[src/rtl/regbus_master_if.sv]
// regbus_master_if: command/response streams and register-bus signals of the regbus initiator
interface regbus_master_if #(
    parameter int ADDR_W = 14,
    parameter int DATA_W = 16,
    parameter int CNT_W  = 8
);
    logic              cmd_valid;
    logic              cmd_ready;
    logic [1:0]        cmd_op;
    logic [ADDR_W-1:0] cmd_addr;
    logic [DATA_W-1:0] cmd_wdata;
    logic [DATA_W-1:0] cmd_mask;
    logic              rsp_valid;
    logic              rsp_ready;
    logic [DATA_W-1:0] rsp_rdata;
    logic [1:0]        rsp_status;
    logic [CNT_W-1:0]  rsp_attempts;
    logic              wr_en;
    logic              rd_en;
    logic [ADDR_W-1:0] addr;
    logic [DATA_W-1:0] write_data;
    logic [DATA_W-1:0] read_data;

    modport master (
        input  cmd_valid, cmd_op, cmd_addr, cmd_wdata, cmd_mask, rsp_ready, read_data,
        output cmd_ready, rsp_valid, rsp_rdata, rsp_status, rsp_attempts,
               wr_en, rd_en, addr, write_data
    );

    modport slave (
        output cmd_valid, cmd_op, cmd_addr, cmd_wdata, cmd_mask, rsp_ready, read_data,
        input  cmd_ready, rsp_valid, rsp_rdata, rsp_status, rsp_attempts,
               wr_en, rd_en, addr, write_data
    );
endinterface

[src/rtl/regbus_master.sv]
// regbus_master: executes WRITE/READ/POLL commands on the register bus, one response per command
module regbus_master #(
    parameter int ADDR_W   = 14,
    parameter int DATA_W   = 16,
    parameter int RD_LAT   = 0,
    parameter int POLL_MAX = 16,
    parameter int CNT_W    = 8
) (
    input logic             clk,
    input logic             rst,
    regbus_master_if.master bus
);
    localparam int LAT_W = RD_LAT > 1 ? $clog2(RD_LAT) : 1;
    localparam logic [LAT_W-1:0] LAT_LAST = LAT_W'(RD_LAT > 0 ? RD_LAT - 1 : 0);
    localparam logic [CNT_W-1:0] ATT_MAX  = CNT_W'(POLL_MAX);
    localparam logic [1:0] OP_WR  = 2'b00;
    localparam logic [1:0] OP_RD  = 2'b01;
    localparam logic [1:0] OP_RSV = 2'b11;
    localparam logic [1:0] ST_OK  = 2'b00;
    localparam logic [1:0] ST_TMO = 2'b01;
    localparam logic [1:0] ST_ILL = 2'b10;

    typedef enum logic [2:0] {IDLE, WR, RD, RWAIT, CHECK, RSP} state_t;

    state_t            state_q, state_d;
    logic [1:0]        op_q, op_d;
    logic [ADDR_W-1:0] addr_q, addr_d;
    logic [DATA_W-1:0] wdata_q, wdata_d;
    logic [DATA_W-1:0] mask_q, mask_d;
    logic [DATA_W-1:0] rdata_q, rdata_d;
    logic [1:0]        status_q, status_d;
    logic [CNT_W-1:0]  att_q, att_d;
    logic [LAT_W-1:0]  lat_q, lat_d;
    logic              cmd_ready_q, rsp_valid_q, wr_en_q, rd_en_q;
    logic              match;
    logic              exhausted;
    state_t            after_rd;

    assign match     = ((rdata_q ^ wdata_q) & mask_q) == '0;
    assign exhausted = att_q >= ATT_MAX;
    assign after_rd  = op_q == OP_RD ? RSP : CHECK;

    always_ff @(posedge clk or posedge rst) begin
        if (rst) state_q <= IDLE;
        else     state_q <= state_d;
    end

    always_comb begin
        state_d  = state_q;
        op_d     = op_q;
        addr_d   = addr_q;
        wdata_d  = wdata_q;
        mask_d   = mask_q;
        rdata_d  = rdata_q;
        status_d = status_q;
        att_d    = att_q;
        lat_d    = lat_q;
        case (state_q)
            IDLE: begin
                if (bus.cmd_valid && cmd_ready_q) begin
                    op_d     = bus.cmd_op;
                    addr_d   = bus.cmd_addr;
                    wdata_d  = bus.cmd_wdata;
                    mask_d   = bus.cmd_mask;
                    rdata_d  = '0;
                    att_d    = '0;
                    status_d = bus.cmd_op == OP_RSV ? ST_ILL : ST_OK;
                    state_d  = bus.cmd_op == OP_WR ? WR : bus.cmd_op == OP_RSV ? RSP : RD;
                end
            end
            WR: state_d = RSP;
            RD: begin
                att_d = att_q + 1'b1;
                lat_d = '0;
                if (RD_LAT == 0) begin
                    rdata_d = bus.read_data;
                    state_d = after_rd;
                end else begin
                    state_d = RWAIT;
                end
            end
            RWAIT: begin
                lat_d = lat_q + 1'b1;
                if (lat_q == LAT_LAST) begin
                    rdata_d = bus.read_data;
                    state_d = after_rd;
                end
            end
            CHECK: begin
                state_d  = (match || exhausted) ? RSP : RD;
                status_d = (!match && exhausted) ? ST_TMO : ST_OK;
            end
            RSP: state_d = bus.rsp_ready ? IDLE : RSP;
            default: state_d = IDLE;
        endcase
    end

    // Strobes and handshakes are registered from the next state so every output is a flop.
    always_ff @(posedge clk or posedge rst) begin
        if (rst) begin
            op_q        <= '0;
            addr_q      <= '0;
            wdata_q     <= '0;
            mask_q      <= '0;
            rdata_q     <= '0;
            status_q    <= '0;
            att_q       <= '0;
            lat_q       <= '0;
            cmd_ready_q <= 1'b0;
            rsp_valid_q <= 1'b0;
            wr_en_q     <= 1'b0;
            rd_en_q     <= 1'b0;
        end else begin
            op_q        <= op_d;
            addr_q      <= addr_d;
            wdata_q     <= wdata_d;
            mask_q      <= mask_d;
            rdata_q     <= rdata_d;
            status_q    <= status_d;
            att_q       <= att_d;
            lat_q       <= lat_d;
            cmd_ready_q <= state_d == IDLE;
            rsp_valid_q <= state_d == RSP;
            wr_en_q     <= state_d == WR;
            rd_en_q     <= state_d == RD;
        end
    end

    assign bus.cmd_ready    = cmd_ready_q;
    assign bus.rsp_valid    = rsp_valid_q;
    assign bus.rsp_rdata    = rdata_q;
    assign bus.rsp_status   = status_q;
    assign bus.rsp_attempts = att_q;
    assign bus.wr_en        = wr_en_q;
    assign bus.rd_en        = rd_en_q;
    assign bus.addr         = addr_q;
    assign bus.write_data   = wdata_q;
endmodule

[src/flat_wrapper.sv]
// flat-port wrapper written by rule: the top's interface ports become plain ports
module regbus_master_flat 
#(
    parameter int ADDR_W   = 14,
    parameter int DATA_W   = 16,
    parameter int RD_LAT   = 0,
    parameter int POLL_MAX = 16,
    parameter int CNT_W    = 8
)
  (clk, rst, bus_cmd_valid, bus_cmd_op, bus_cmd_addr, bus_cmd_wdata, bus_cmd_mask, bus_rsp_ready, bus_read_data, bus_cmd_ready, bus_rsp_valid, bus_rsp_rdata, bus_rsp_status, bus_rsp_attempts, bus_wr_en, bus_rd_en, bus_addr, bus_write_data);
  regbus_master_if #(.ADDR_W(ADDR_W), .DATA_W(DATA_W), .CNT_W(CNT_W)) bus_i ();
  input logic clk;
  input logic rst;
  input wire logic [$bits(bus_i.cmd_valid)-1:0] bus_cmd_valid;
  input wire logic [$bits(bus_i.cmd_op)-1:0] bus_cmd_op;
  input wire logic [$bits(bus_i.cmd_addr)-1:0] bus_cmd_addr;
  input wire logic [$bits(bus_i.cmd_wdata)-1:0] bus_cmd_wdata;
  input wire logic [$bits(bus_i.cmd_mask)-1:0] bus_cmd_mask;
  input wire logic [$bits(bus_i.rsp_ready)-1:0] bus_rsp_ready;
  input wire logic [$bits(bus_i.read_data)-1:0] bus_read_data;
  output wire logic [$bits(bus_i.cmd_ready)-1:0] bus_cmd_ready;
  output wire logic [$bits(bus_i.rsp_valid)-1:0] bus_rsp_valid;
  output wire logic [$bits(bus_i.rsp_rdata)-1:0] bus_rsp_rdata;
  output wire logic [$bits(bus_i.rsp_status)-1:0] bus_rsp_status;
  output wire logic [$bits(bus_i.rsp_attempts)-1:0] bus_rsp_attempts;
  output wire logic [$bits(bus_i.wr_en)-1:0] bus_wr_en;
  output wire logic [$bits(bus_i.rd_en)-1:0] bus_rd_en;
  output wire logic [$bits(bus_i.addr)-1:0] bus_addr;
  output wire logic [$bits(bus_i.write_data)-1:0] bus_write_data;
  assign bus_i.cmd_valid = bus_cmd_valid;
  assign bus_i.cmd_op = bus_cmd_op;
  assign bus_i.cmd_addr = bus_cmd_addr;
  assign bus_i.cmd_wdata = bus_cmd_wdata;
  assign bus_i.cmd_mask = bus_cmd_mask;
  assign bus_i.rsp_ready = bus_rsp_ready;
  assign bus_i.read_data = bus_read_data;
  assign bus_cmd_ready = bus_i.cmd_ready;
  assign bus_rsp_valid = bus_i.rsp_valid;
  assign bus_rsp_rdata = bus_i.rsp_rdata;
  assign bus_rsp_status = bus_i.rsp_status;
  assign bus_rsp_attempts = bus_i.rsp_attempts;
  assign bus_wr_en = bus_i.wr_en;
  assign bus_rd_en = bus_i.rd_en;
  assign bus_addr = bus_i.addr;
  assign bus_write_data = bus_i.write_data;
  regbus_master #(.ADDR_W(ADDR_W), .DATA_W(DATA_W), .RD_LAT(RD_LAT), .POLL_MAX(POLL_MAX), .CNT_W(CNT_W)) u_core (.clk(clk), .rst(rst), .bus(bus_i));
endmodule
[config.mk]
export PLATFORM = sky130hd
export DESIGN_NAME = regbus_master_flat
export DESIGN_NICKNAME = d
export VERILOG_FILES = /design/src/rtl/regbus_master_if.sv /design/src/rtl/regbus_master.sv /design/src/flat_wrapper.sv
export SDC_FILE = /design/constraint.sdc
export NUM_CORES = 1
export LEC_CHECK = 0
export BUFFER_PORTS_ARGS = -buffer_cell sky130_fd_sc_hd__buf_2
export CORE_MARGIN = 4
export CORE_UTILIZATION = 29
export CTS_CLUSTER_DIAMETER = 60
export DETAILED_ROUTE_END_ITERATION = 10
export PLACE_DENSITY = 0.53
export SLEW_MARGIN = 20
export SYNTH_ARGS = -nofsm -noshare
export SYNTH_HDL_FRONTEND = slang
export SYNTH_SLANG_ARGS = --single-unit
[constraint.sdc]
create_clock -name clk -period 8 [get_ports clk]
set_clock_uncertainty 0.2 [all_clocks]
set_input_delay 2.4 -clock clk [delete_from_list [all_inputs] [get_ports clk]]
set_output_delay 2.4 -clock clk [all_outputs]
set_load 0.05 [all_outputs]
* Word-level counts from Yosys, hierarchy flattened *
Cells that the tools add are included.

storage, ports and cells
  bits in registers = 82
  bits of input ports = 68
  output and inout port bits = 60
  word-level logic and storage cells = 64

operators by class
  add/sub/neg operators = 2
  magnitude comparators = 1
  equal/unequal tests = 12
  multiplexer cells = 18
  bitwise gates (word level) = 2
  reduce and logical (&&, ||, !) cells = 16

operators with widths
  operator               count
  $pmux W16 S3           1
  $mux W16               2
  $mux W3                6
  $pmux W3 S6            1
  $and A16 B16 Y16       1
  $logic_not A16 Y1      1
  $pmux W8 S2            1
  $xor A16 B16 Y16       1
  $eq A3 B2 Y1 const B   3
  $eq A3 B3 Y1 const B   3
  $add A8 B1 Y8 const B  1
  $ge A8 B5 Y1 const B   1
  $mux W8                1
  $eq A3 B1 Y1 const B   2
  $logic_not A3 Y1       2
  $reduce_and A2 Y1      3
  $reduce_bool A2 Y1     3
  $mux W2                2
  $pmux W2 S2            1
  $reduce_and A3 Y1      1
  $reduce_bool A3 Y1     1
  $eq A2 B1 Y1 const B   1
  $eq A2 B2 Y1 const B   1
  $logic_and A1 B1 Y1    2
  other kinds (8)        9

* Depth between registers and ports, before layout *
Gate-level depths: netlist of the first run.

  depth in word-level cells = 7
  depth in mapped cells = 7
  gate-level depth less buffers = 5

* Worst setup path before layout of the first run *
OpenSTA, ideal clock, no wires.

  path kind = input -> register
  start point = in bus_cmd_op[0]
  end point = reg u_core.rd_en_q (netlist: u_core.bus.rd_en)
  library setup time = 76 ps
  data arrival time = 3352 ps
  data required time = 7724 ps
  setup slack = 4372 ps
  stages = 5
  buffers on the path = 0
  path through = ha_1 > nor2b_1 > o22ai_1 > or3b_1 > o21ai_1

on the way
  word-level cells in the longest chain between the ends = 6
  elaborated cells on any way between the ends = 7
  classes of those cells = eq/ne: 2; mux: 4; reduce/logical: 1

ends and longest elaborated chain
  what                    line                  source
  start: declaration      flat_wrapper.sv:15    input wire logic [$bits(bus_i.cmd_op)-1:0] bus_cmd_op;
  $eq A2 B2 Y1            regbus_master.sv:68   state_d = bus.cmd_op == OP_WR ? WR : bus.cmd_op == OP_RSV ? RSP : RD;
  $mux W3                 regbus_master.sv:68
  $mux W3 *               regbus_master.sv:68
  $mux W3 *               regbus_master.sv:60   if (bus.cmd_valid && cmd_ready_q) begin
  $pmux W3 S6 *           regbus_master.sv:58   case (state_q)
  $eq A3 B2 Y1 *          regbus_master.sv:125  rd_en_q <= state_d == RD;
  end signal: assignment  regbus_master.sv:112  rd_en_q <= 1'b0;
  end signal: assignment  regbus_master.sv:125
  end: declaration        regbus_master.sv:34   logic cmd_ready_q, rsp_valid_q, wr_en_q, rd_en_q;

Mark *: on every way between the ends. The rest lies on a longest branch, timed or not.
A chain may end at the register's enable or synchronous reset.

* Worst setup path after layout of the first run *
  start point = in bus_cmd_valid
  end point = reg u_core.rd_en_q (netlist: u_core.bus.rd_en)

on the way
  word-level cells in the longest chain between the ends = 4

ends and longest elaborated chain
  what                 line                  source
  start: declaration   flat_wrapper.sv:14    input wire logic [$bits(bus_i.cmd_valid)-1:0] bus_cmd_valid;
  $logic_and A1 B1 Y1  regbus_master.sv:60
  $mux W3              regbus_master.sv:60
  $pmux W3 S6          regbus_master.sv:58
  $eq A3 B2 Y1         regbus_master.sv:125

No other way between the ends.

==> results of run 1 <==
-- cell type report --
class / instances / area (um^2) / area share
flip-flops and latches: 82 / 2050 / 0.442
multi-input cells: 267 / 1420 / 0.306
repair buffers: 130 / 666 / 0.143
clock buffers: 9 / 225 / 0.0485
well taps: 147 / 184 / 0.0396
clock inverters: 7 / 83.8 / 0.0180
inverters: 4 / 16.3 / 0.00350
-- cells in the mapped netlist, types with 2 or more instances --
master,instances,share of area
sky130_fd_sc_hd__a211oi_1,2,0.0042
sky130_fd_sc_hd__a21o_1,2,0.0042
sky130_fd_sc_hd__a21oi_1,5,0.0070
sky130_fd_sc_hd__a22o_1,16,0.039
sky130_fd_sc_hd__a22oi_1,8,0.017
sky130_fd_sc_hd__a2bb2oi_1,2,0.0049
sky130_fd_sc_hd__a31oi_1,2,0.0035
sky130_fd_sc_hd__buf_1,3,0.0032
sky130_fd_sc_hd__buf_2,4,0.0056
sky130_fd_sc_hd__buf_6,2,0.0063
sky130_fd_sc_hd__clkbuf_1,7,0.0074
sky130_fd_sc_hd__dfrtp_1,82,0.57
sky130_fd_sc_hd__ha_1,4,0.014
sky130_fd_sc_hd__inv_1,4,0.0042
sky130_fd_sc_hd__mux2i_1,2,0.0056
sky130_fd_sc_hd__nand2_1,157,0.17
sky130_fd_sc_hd__nand2b_1,2,0.0035
sky130_fd_sc_hd__nand3_1,4,0.0056
sky130_fd_sc_hd__nand4_1,3,0.0053
sky130_fd_sc_hd__nor2_1,10,0.011
sky130_fd_sc_hd__nor2_2,3,0.0053
sky130_fd_sc_hd__o21ai_0,5,0.0070
sky130_fd_sc_hd__o21ai_1,2,0.0028
sky130_fd_sc_hd__o31ai_1,4,0.0084
sky130_fd_sc_hd__xor2_1,16,0.039
-- sequential cells by signal (all words and copies together) (netlist names) --
name and flops:
u_core.bus.addr 14, u_core.bus.cmd_ready 1, u_core.bus.rd_en 1, u_core.bus.rsp_attempts 8, u_core.bus.rsp_rdata 16, u_core.bus.rsp_status 2, u_core.bus.rsp_valid 1, u_core.bus.wr_en 1
u_core.bus.write_data 16, u_core.lat_q 1, u_core.mask_q 16, u_core.op_q 2, u_core.state_q 3
-- power breakdown --
part           switching (mW)  leakage [nW]  internal (mW)  total [mW]
registers               0.125          1.05          0.581       0.706
clock network           0.183         0.149          0.248       0.430
logic                   0.747          1.37          0.277        1.02
-- cells in the final DEF (no fill, tap or decap), types with 2 or more instances in the layout --
master,Yosys,routed
sky130_fd_sc_hd__a21oi_1,5,5
sky130_fd_sc_hd__inv_1,4,3
sky130_fd_sc_hd__clkinv_4,0,2
sky130_fd_sc_hd__nor2_1,10,10
sky130_fd_sc_hd__a22o_1,16,16
sky130_fd_sc_hd__nand2b_1,2,2
sky130_fd_sc_hd__a31oi_1,2,2
sky130_fd_sc_hd__o31ai_1,4,4
sky130_fd_sc_hd__o21ai_1,2,2
sky130_fd_sc_hd__nor2_2,3,3
sky130_fd_sc_hd__a22oi_1,8,8
sky130_fd_sc_hd__inv_6,0,2
sky130_fd_sc_hd__mux2i_1,2,2
sky130_fd_sc_hd__a211oi_1,2,2
sky130_fd_sc_hd__xor2_1,16,16
sky130_fd_sc_hd__buf_2,4,127
sky130_fd_sc_hd__clkbuf_16,0,9
sky130_fd_sc_hd__nand3_1,4,4
sky130_fd_sc_hd__o21ai_0,5,5
sky130_fd_sc_hd__nand4_1,3,3
sky130_fd_sc_hd__a2bb2oi_1,2,2
sky130_fd_sc_hd__a21o_1,2,2
sky130_fd_sc_hd__ha_1,4,4
sky130_fd_sc_hd__nand2_1,157,157
sky130_fd_sc_hd__dfrtp_1,82,82
sky130_fd_sc_hd__buf_6,2,2
-- worst min path at each step --
stage | slack [ns] | to
CTS | 0.28 | u_core.bus.addr[0]
global route | 0.30 | u_core.mask_q[5]
finish | 0.27 | u_core.bus.addr[0]
floorplan | 0.24 | u_core.op_q[1]
global placement | 0.25 | u_core.op_q[1]
detailed placement | 0.26 | u_core.bus.addr[0]
-- per-stage QoR --
step	hold WS, ns	power [mW]
6_report	0.269	2.16
5_1_grt	0.297	2.30
4_1_cts	0.276	2.19
3_5_place_dp	0.259	1.75
3_3_place_gp	0.254	1.73
2_1_floorplan	0.237	1.49
-- logic make-up (layout without fill, tap and decap cells) --
family | Yosys count | in the layout
AND/OR/NAND/NOR | 188 | 188
flip-flops | 82 | 82
AO/OA/AOI/OAI | 56 | 56
buffers and inverters | 21 | 150
XOR/XNOR | 16 | 16
adder cells (fa/ha/maj) | 4 | 4
multiplexers | 3 | 3
-- metal layers --
layer | share of wire | routed length, um
met1 | 0.47 | 4500
met2 | 0.46 | 4400
met3 | 0.058 | 558
met4 | 0.0099 | 95
met5 | 0.0014 | 13
-- worst register-to-register path, cell delays in order, from the launching register on --
cell                      delay [ns]
sky130_fd_sc_hd__dfrtp_1        0.50
sky130_fd_sc_hd__nor2_2         0.21
sky130_fd_sc_hd__and4b_4        0.75
sky130_fd_sc_hd__a21oi_1        0.27
sky130_fd_sc_hd__or3b_1         0.39
sky130_fd_sc_hd__o21ai_1        0.08
==> flow_summary.ini, run 1 <==
[timing]
worst_pin_slew_ns = 0.759
clock.fmax_mhz = 258
timing.final.crit_period_ns = 3.88
final_max_tran_viols = 0
rsz_0062_raised_after_global_routing = false
worst_slew_margin_rel = 0.494
final-hold-violation-count = 0
period_share = 0.485
setup_viol_count_final = 0
final.setup.tns_ns = 0
worst_slack_ns = 4.12

[route]
wl_per_cell_um = 14.8
drt-initial-drc-count = 159
detail_route.drc_violations = 0
routed-via-count = 2974
route.detailed.vias_per_inst = 4.60
drt-pass1-iter-count = 4
drt.antenna.violating_nets = 0
drt-total-wl_um = 9570

[synthesis]
synth_simple_gate_area_frac = 0.215
syn-instance-count = 370
yosys.area_share.xor_xnor = 0.0392
postSynthNetCount = 442
muxShareOfSynthArea = 0.00876
synth_edf_count = 0
synth_compound_gate_area_share = 0.119
postSynth.topFlopCell = sky130_fd_sc_hd__dfrtp_1
seq_cells_post_synth = 82
syn_area_per_cell_um2 = 9.65
share_of_flip_flops_with_an_asynchronous_set_or_reset = 1.00
synth-adder-area-share = 0.0140
synth.yosys.warnings = 0
synth-seq-area-share = 0.575
synthDistinctLibCells = 44
post_synth_instance_area_mm2 = 0.00357
largest_family_of_logic_cells_by_synthesized_area = simple AND/OR/NAND/NOR gates

[setup_path]
crit_chain = buf_2 -> and4b_4 -> a21oi_1 -> or3b_1 -> o21ai_1
timing.critical_path.buf_inv = 1
cp_max_fo = 54
cp_slowest_stage_delay_ns = 0.72
ff2ff_path_depth = 5
cp.depth = 5
arrival_ns = 3.94
crit_path_top_delay_cell = sky130_fd_sc_hd__and4b_4
rrSetupSlack_ns = 5.55
crit-reg2reg-capture = u_core.bus.rd_en
setup.worst_path.end_class = flop
critPathLaunchType = primary input
startpoint_of_the_most_critical_register_to_register_path = u_core.state_q[0]
startpoint = bus_cmd_valid
cp.required_ns = 8.06
path_class = in -> reg
cpLargestDelayFamily = simple AND/OR/NAND/NOR gates
worst_setup_path_end = u_core.bus.rd_en

[placed_design]
place.detailed.hpwl_um = 6630
routabilityCongestion = 0.812
place.port_buffers = 127
dpl-instance-area_mm2 = 0.00432
dp.cells = 629
pre_cts_slack_ns = 3.26

[cts]
worst_setup_hold_path_clk_slew_ns = 0.07
numCtsBuffers = 9
worst_skew_pair.late_latency_ns = 0.34
clock_tree.buffer_depth = 2
cts.repair.resized = 0
cts_root_buffer = sky130_fd_sc_hd__clkbuf_16
clock_tree_from_tritoncts = yes
sink_count_of_the_clock_tree = 82
cts_setup_buffers = 0
htree_levels = 3
cts_hold_repair.buffers = 0

[power_and_ir_drop]
leakage_nw = 2.56
peakVddDrop_uv = 160
power_density_relative_to_cell_area_mw_per_mm2 = 465

[cells_and_area]
finalNetCount = 566
syn2layout_area_growth_pct = 30.1
final_layout_size_suffix_gt1_frac = 0.311
post-route-util = 0.387
finalInstanceArea_mm2 = 0.00465
layout.filler_cells = 1250
insertedDiodeCount = 0
count_of_non_filler_cells_in_the_finished_layout = 646

[global_route]
globalRouteMet3Util = 0.0375
grt_pass1_vias = 3043
grt_antenna_before_repair = 1
use_met2 = 0.216
largest_net_degree_at_the_start_of_global_routing = 83
grt_pass1_wl_um = 15700
globalRouteMet1Util = 0.183
gr-total-overflow = 0
grt_busiest_layer = met2
grtUsageTotal = 0.136

[floorplan]
dieArea_mm2 = 0.0142
io_pins = 128
initial_utilization = 0.297
floorplan.rows = 40
fp.coreArea_mm2 = 0.0120
chipWidth_um = 119
die_y_um = 119

[hold_path]
min_from = u_core.bus.addr[0]
min_delay_path_depth = 2
min-delay-path-class = reg -> reg

[run]
max-cap-violations = 0

[outcome]
run_status = finished, final reports clean
Power figures use the tool's default switching activity.
==> run 2: changes to the inputs <==
==> constraint.sdc (replaced) <==
create_clock -name clk -period 4 [get_ports clk]
set_clock_uncertainty 0.2 [all_clocks]
set_input_delay 1.2 -clock clk [delete_from_list [all_inputs] [get_ports clk]]
set_output_delay 1.2 -clock clk [all_outputs]
set_load 0.05 [all_outputs]
==> run 2 against run 1 <==
Net effect: critical path depth grew 1; sequential share of layout area grew 0.32 points; flip-flop and latch count is the same; setup slack lost 2.8 ns; die area is the same; via count grew 1.4%; clock power grew 76%; final cell count grew 0.15%; combinational power grew 100%; non-clock buffer count grew 2; sequential power grew 100%.
==> flow_summary.ini, run 2 (synthesized netlist as in run 1, its figures left out) <==
[global_route]
grt_pass1_vias = 3065
grtUsageTotal = 0.141
grt_pass1_wl_um = 15800
grt_antenna_before_repair = 1
gr-total-overflow = 0
largest_net_degree_at_the_start_of_global_routing = 33

[cells_and_area]
most_frequent_cells_in_the_layout = sky130_fd_sc_hd__nand2_1, sky130_fd_sc_hd__buf_2, sky130_fd_sc_hd__dfrtp_1
finalNetCount = 568
final_layout_size_suffix_gt1_frac = 0.312
layout_commonest_cell = sky130_fd_sc_hd__nand2_1
finalInstanceArea_mm2 = 0.00461
insertedDiodeCount = 0
count_of_non_filler_cells_in_the_finished_layout = 647
syn2layout_area_growth_pct = 29.2
post-route-util = 0.384

[hold_path]
min-delay-path-class = reg -> reg

[power_and_ir_drop]
internal-power_mw = 2.15
share_seq_of_total_power = 0.334
swShare = 0.491
peakVddDrop_uv = 351
design_power_total_mw = 4.22
power_frac_clock = 0.179
leakage_nw = 2.56
net-switching-power_mw = 2.08
p_comb_frac = 0.487
power_density_relative_to_cell_area_mw_per_mm2 = 915

[timing]
setup_viol_count_final = 0
clock.fmax_mhz = 368
worst_pin_slew_ns = 0.653
period_share = 0.679
final.setup.tns_ns = 0
final-hold-violation-count = 0
worst_slew_margin_rel = 0.565
final_max_tran_viols = 0
worst_slack_ns = 1.28
hold_slack_ns = 0.272
timing.final.crit_period_ns = 2.72
rsz_0062_raised_after_global_routing = false

[route]
drt-initial-drc-count = 163
detail_route.drc_violations = 0
routed-via-count = 3017
drt-pass1-iter-count = 4
wl_per_cell_um = 15.1
drt-total-wl_um = 9800
route.detailed.vias_per_inst = 4.66
drt.antenna.violating_nets = 0

[cts]
worst_skew_pair.late_latency_ns = 0.33
cts_root_buffer = sky130_fd_sc_hd__clkbuf_16
sink_count_of_the_clock_tree = 82
numCtsBuffers = 9
cts.repair.resized = 0
clock_tree_from_tritoncts = yes
clock_tree.buffer_depth = 2
cts_setup_buffers = 0
htree_levels = 3
cts_hold_repair.buffers = 0
worst_setup_hold_path_clk_slew_ns = 0.05

[setup_path]
arrival_ns = 2.72
path_class = in -> reg
rrSetupSlack_ns = 1.51
cp.required_ns = 4.00
critPathLaunchType = primary input
cp_max_fo = 29
setup.worst_path.end_class = flop

[floorplan]
floorplan.rows = 40
initial_utilization = 0.297
io_pins = 128
chipWidth_um = 119
dieArea_mm2 = 0.0142
die_y_um = 119
fp.coreArea_mm2 = 0.0120

[outcome]
run_status = finished, final reports clean

[placed_design]
place.port_buffers = 127
pre_cts_slack_ns = 0.914
place.detailed.hpwl_um = 7140
dpl-instance-area_mm2 = 0.00434
routabilityCongestion = 0.830
dp.cells = 632

[run]
max-cap-violations = 0
[run 2: changes by cell type in the layout (fill, tap and decap cells not counted)]
cell,previous run,this run
sky130_fd_sc_hd__clkinv_2,1,4
sky130_fd_sc_hd__clkinv_4,2,1
sky130_fd_sc_hd__buf_4,1,5
sky130_fd_sc_hd__and4b_4,1,0
sky130_fd_sc_hd__inv_8,1,0
sky130_fd_sc_hd__inv_6,2,0
sky130_fd_sc_hd__buf_6,2,0
sky130_fd_sc_hd__and4b_2,0,1
sky130_fd_sc_hd__bufinv_16,1,0
sky130_fd_sc_hd__clkbuf_8,0,1
[run 2: critical path: stages]
cell and delay [ns]:
sky130_fd_sc_hd__buf_2 0.08, sky130_fd_sc_hd__and4b_2 0.61, sky130_fd_sc_hd__buf_4 0.41, sky130_fd_sc_hd__nor2_1 0.14, sky130_fd_sc_hd__o21ai_0 0.17, sky130_fd_sc_hd__o21ai_0 0.10
[run 2: routing by layer]
| layer | part of all wire | track usage |
|---|---|---|
| met3 | 0.065 | 0.0494 |
| met5 | 0.00071 | 0 |
| met1 | 0.45 | 0.176 |
| met2 | 0.47 | 0.228 |
| met4 | 0.014 | 0.0449 |
[run 2: path summary, 6_finish.rpt]
kind / from / end / cells after the start
worst min register to register: u_core.bus.addr[12] / u_core.bus.addr[12] / 2
worst max register to register: u_core.state_q[0] / u_core.bus.rsp_attempts[4] / 6
max in group asynchronous: rst / u_core.bus.rsp_attempts[0] / 3
worst min-delay path: u_core.bus.addr[12] / u_core.bus.addr[12] / 2
worst max-delay path: bus_cmd_valid / u_core.bus.rsp_attempts[4] / 6
min in group asynchronous: rst / u_core.bus.write_data[13] / 2
[run 2: power groups by stage]
stage / Clock (mW) / Combinational [mW] / Sequential (mW)
after floorplan: 0 / 0.799 / 2.18
after global placement: 0 / 2.06 / 1.42
after detailed placement: 0 / 2.09 / 1.42
after CTS: 0.779 / 2.09 / 1.41
after global routing: 0.815 / 2.24 / 1.46
final: 0.755 / 2.06 / 1.41
[run 2: area by class of cell]
cell class              instances  area (um^2)
well taps                     147          184
clock buffers                  10          239
fillers                      1251         7400
repair buffers                132          673
inverters                       4         16.3
clock inverters                 5         31.3
multi-input cells             267         1420
flip-flops and latches         82         2050
==> run 3: changes to the inputs <==
==> constraint.sdc (replaced) <==
create_clock -name clk -period 2.6 [get_ports clk]
set_clock_uncertainty 0.2 [all_clocks]
set_input_delay 0.78 -clock clk [delete_from_list [all_inputs] [get_ports clk]]
set_output_delay 0.78 -clock clk [all_outputs]
set_load 0.05 [all_outputs]
==> run 3 against run 2 <==
Net effect: first-iteration DRC count up 47%; utilization up 0.65 points; count of clock-buffer cells in the layout unchanged; critical path depth down 5; non-clock buffer count up 2; global-route usage down 0.11 points; final area up 1.7%; combinational power up 55%; largest cell class unchanged; setup slack worse by 0.75 ns; die area unchanged; final cell count up 0.46%.
==> flow_summary.ini, run 3 (synthesized netlist as in run 1, its figures left out) <==
[floorplan]
die_y_um = 119
floorplan.rows = 40
dieArea_mm2 = 0.0142
io_pins = 128
fp.coreArea_mm2 = 0.0120
chipWidth_um = 119
initial_utilization = 0.297

[power_and_ir_drop]
power_frac_clock = 0.194
share_seq_of_total_power = 0.325
power_density_relative_to_cell_area_mw_per_mm2 = 1410
p_comb_frac = 0.481
swShare = 0.482
internal-power_mw = 3.43
peakVddDrop_uv = 797
net-switching-power_mw = 3.20
leakage_nw = 2.58

[cells_and_area]
most_frequent_cells_in_the_layout = sky130_fd_sc_hd__nand2_1, sky130_fd_sc_hd__buf_2, sky130_fd_sc_hd__dfrtp_1
finalNetCount = 570
syn2layout_area_growth_pct = 31.4
layout_commonest_cell = sky130_fd_sc_hd__nand2_1
post-route-util = 0.391
final_layout_size_suffix_gt1_frac = 0.316
insertedDiodeCount = 0
finalInstanceArea_mm2 = 0.00469

[cts]
cts.repair.resized = 0
sink_count_of_the_clock_tree = 82
clock_tree_from_tritoncts = yes
cts_hold_repair.buffers = 0
cts_root_buffer = sky130_fd_sc_hd__clkbuf_16
htree_levels = 3
clock_tree.buffer_depth = 2
worst_skew_pair.late_latency_ns = 0.34
numCtsBuffers = 9
worst_setup_hold_path_clk_slew_ns = 0.06
cts_setup_buffers = 0

[setup_path]
cpLargestDelayFamily = flip-flops
path_class = reg -> out
setup.worst_path.end_class = output pin
arrival_ns = 1.09
cp.depth = 1
cp.required_ns = 1.62
ff2ff_path_depth = 4
crit_chain = buf_2
cp_slowest_stage_delay_ns = 0.45
timing.critical_path.buf_inv = 1
cp_max_fo = 7
crit_path_top_delay_cell = sky130_fd_sc_hd__dfrtp_1
critPathLaunchType = flop

[route]
route.detailed.vias_per_inst = 4.68
drt-total-wl_um = 9630
detail_route.drc_violations = 0
routed-via-count = 3041
drt-pass1-iter-count = 4
wl_per_cell_um = 14.8
drt.antenna.violating_nets = 0
drt-initial-drc-count = 239

[run]
max-cap-violations = 0

[placed_design]
pre_cts_slack_ns = 0.370
place.detailed.hpwl_um = 7060
dpl-instance-area_mm2 = 0.00439
routabilityCongestion = 0.797
place.port_buffers = 127

[timing]
worst_pin_slew_ns = 0.651
final-hold-violation-count = 0
final.setup.tns_ns = 0
final_max_tran_viols = 0
rsz_0062_raised_after_global_routing = false
timing.final.crit_period_ns = 2.07
setup_viol_count_final = 0
clock.fmax_mhz = 484
worst_slack_ns = 0.532
worst_slew_margin_rel = 0.566
period_share = 0.795

[global_route]
use_met2 = 0.231
grtUsageTotal = 0.140
grt_antenna_before_repair = 1
gr-total-overflow = 0
grt_pass1_vias = 3012
globalRouteMet1Util = 0.172
grt_pass1_wl_um = 15500
grt_busiest_layer = met2
globalRouteMet3Util = 0.0508
largest_net_degree_at_the_start_of_global_routing = 36

[hold_path]
min-delay-path-class = in -> async

[outcome]
run_status = finished, final reports clean
==> run 3: cell types whose count changed in the layout (fill, tap and decap cells not counted), sizes merged <==
| cell | change |
|---|---|
| buf | +2 |
| bufinv | +1 |
| clkinv | -3 |
| clkinvlp | +3 |
==> run 3: cell type report <==
class	count	area [um^2]
Sequential cell	82	2050
Timing Repair Buffer	134	713
Inverter	4	18.8
Clock buffer	10	239
Fill cell	1235	7320
Tap cell	147	184
Clock inverter	6	66.3
Multi-Input combinational cell	267	1420
==> run 3: worst paths after layout <==
kind	end	start	slack, ns
max	bus_rsp_attempts[5]	u_core.bus.rsp_attempts[5]	0.53
min	u_core.bus.rsp_rdata[11]	rst	0.26
max reg2reg	u_core.bus.rsp_rdata[11]	u_core.state_q[2]	0.54
min reg2reg	u_core.op_q[1]	u_core.op_q[1]	0.27
max in group asynchronous	u_core.bus.addr[11]	rst	1.39
min in group clk	u_core.op_q[1]	u_core.op_q[1]	0.27
==> run 3: worst register-to-register path, cell delays in order (launching register included) <==
cell and delay (ns):
sky130_fd_sc_hd__dfrtp_1 0.45, sky130_fd_sc_hd__nand2b_1 0.33, sky130_fd_sc_hd__nor2_1 0.23, sky130_fd_sc_hd__a21o_1 0.53, sky130_fd_sc_hd__a22o_1 0.26
==> run 3: through the flow <==
step | power [mW] | cells | hold slack [ns]
4_1_cts | 6.75 | 650 | 0.267
3_5_place_dp | 5.43 | 634 | 0.254
6_report | 6.63 | 650 | 0.262
3_3_place_gp | 5.39 | 634 | 0.256
2_1_floorplan | 4.58 | 370 | 0.237
5_1_grt | 7.09 | 650 | 0.284
==> run 3: per-layer routing <==
layer  up-vias  wire length [um]
li1       1482                 -
met1      1443              4290
met2       105              4530
met3         9               705
met4         2                93
met5         -                13
==> run 3: power groups by stage <==
stage,combinational [mW],sequential (mW),clock [mW]
detailed placement,3.24,2.18,0
floorplan,1.23,3.35,0
global route,3.46,2.23,1.39
finish,3.19,2.15,1.29
CTS,3.25,2.16,1.33
global placement,3.22,2.17,0
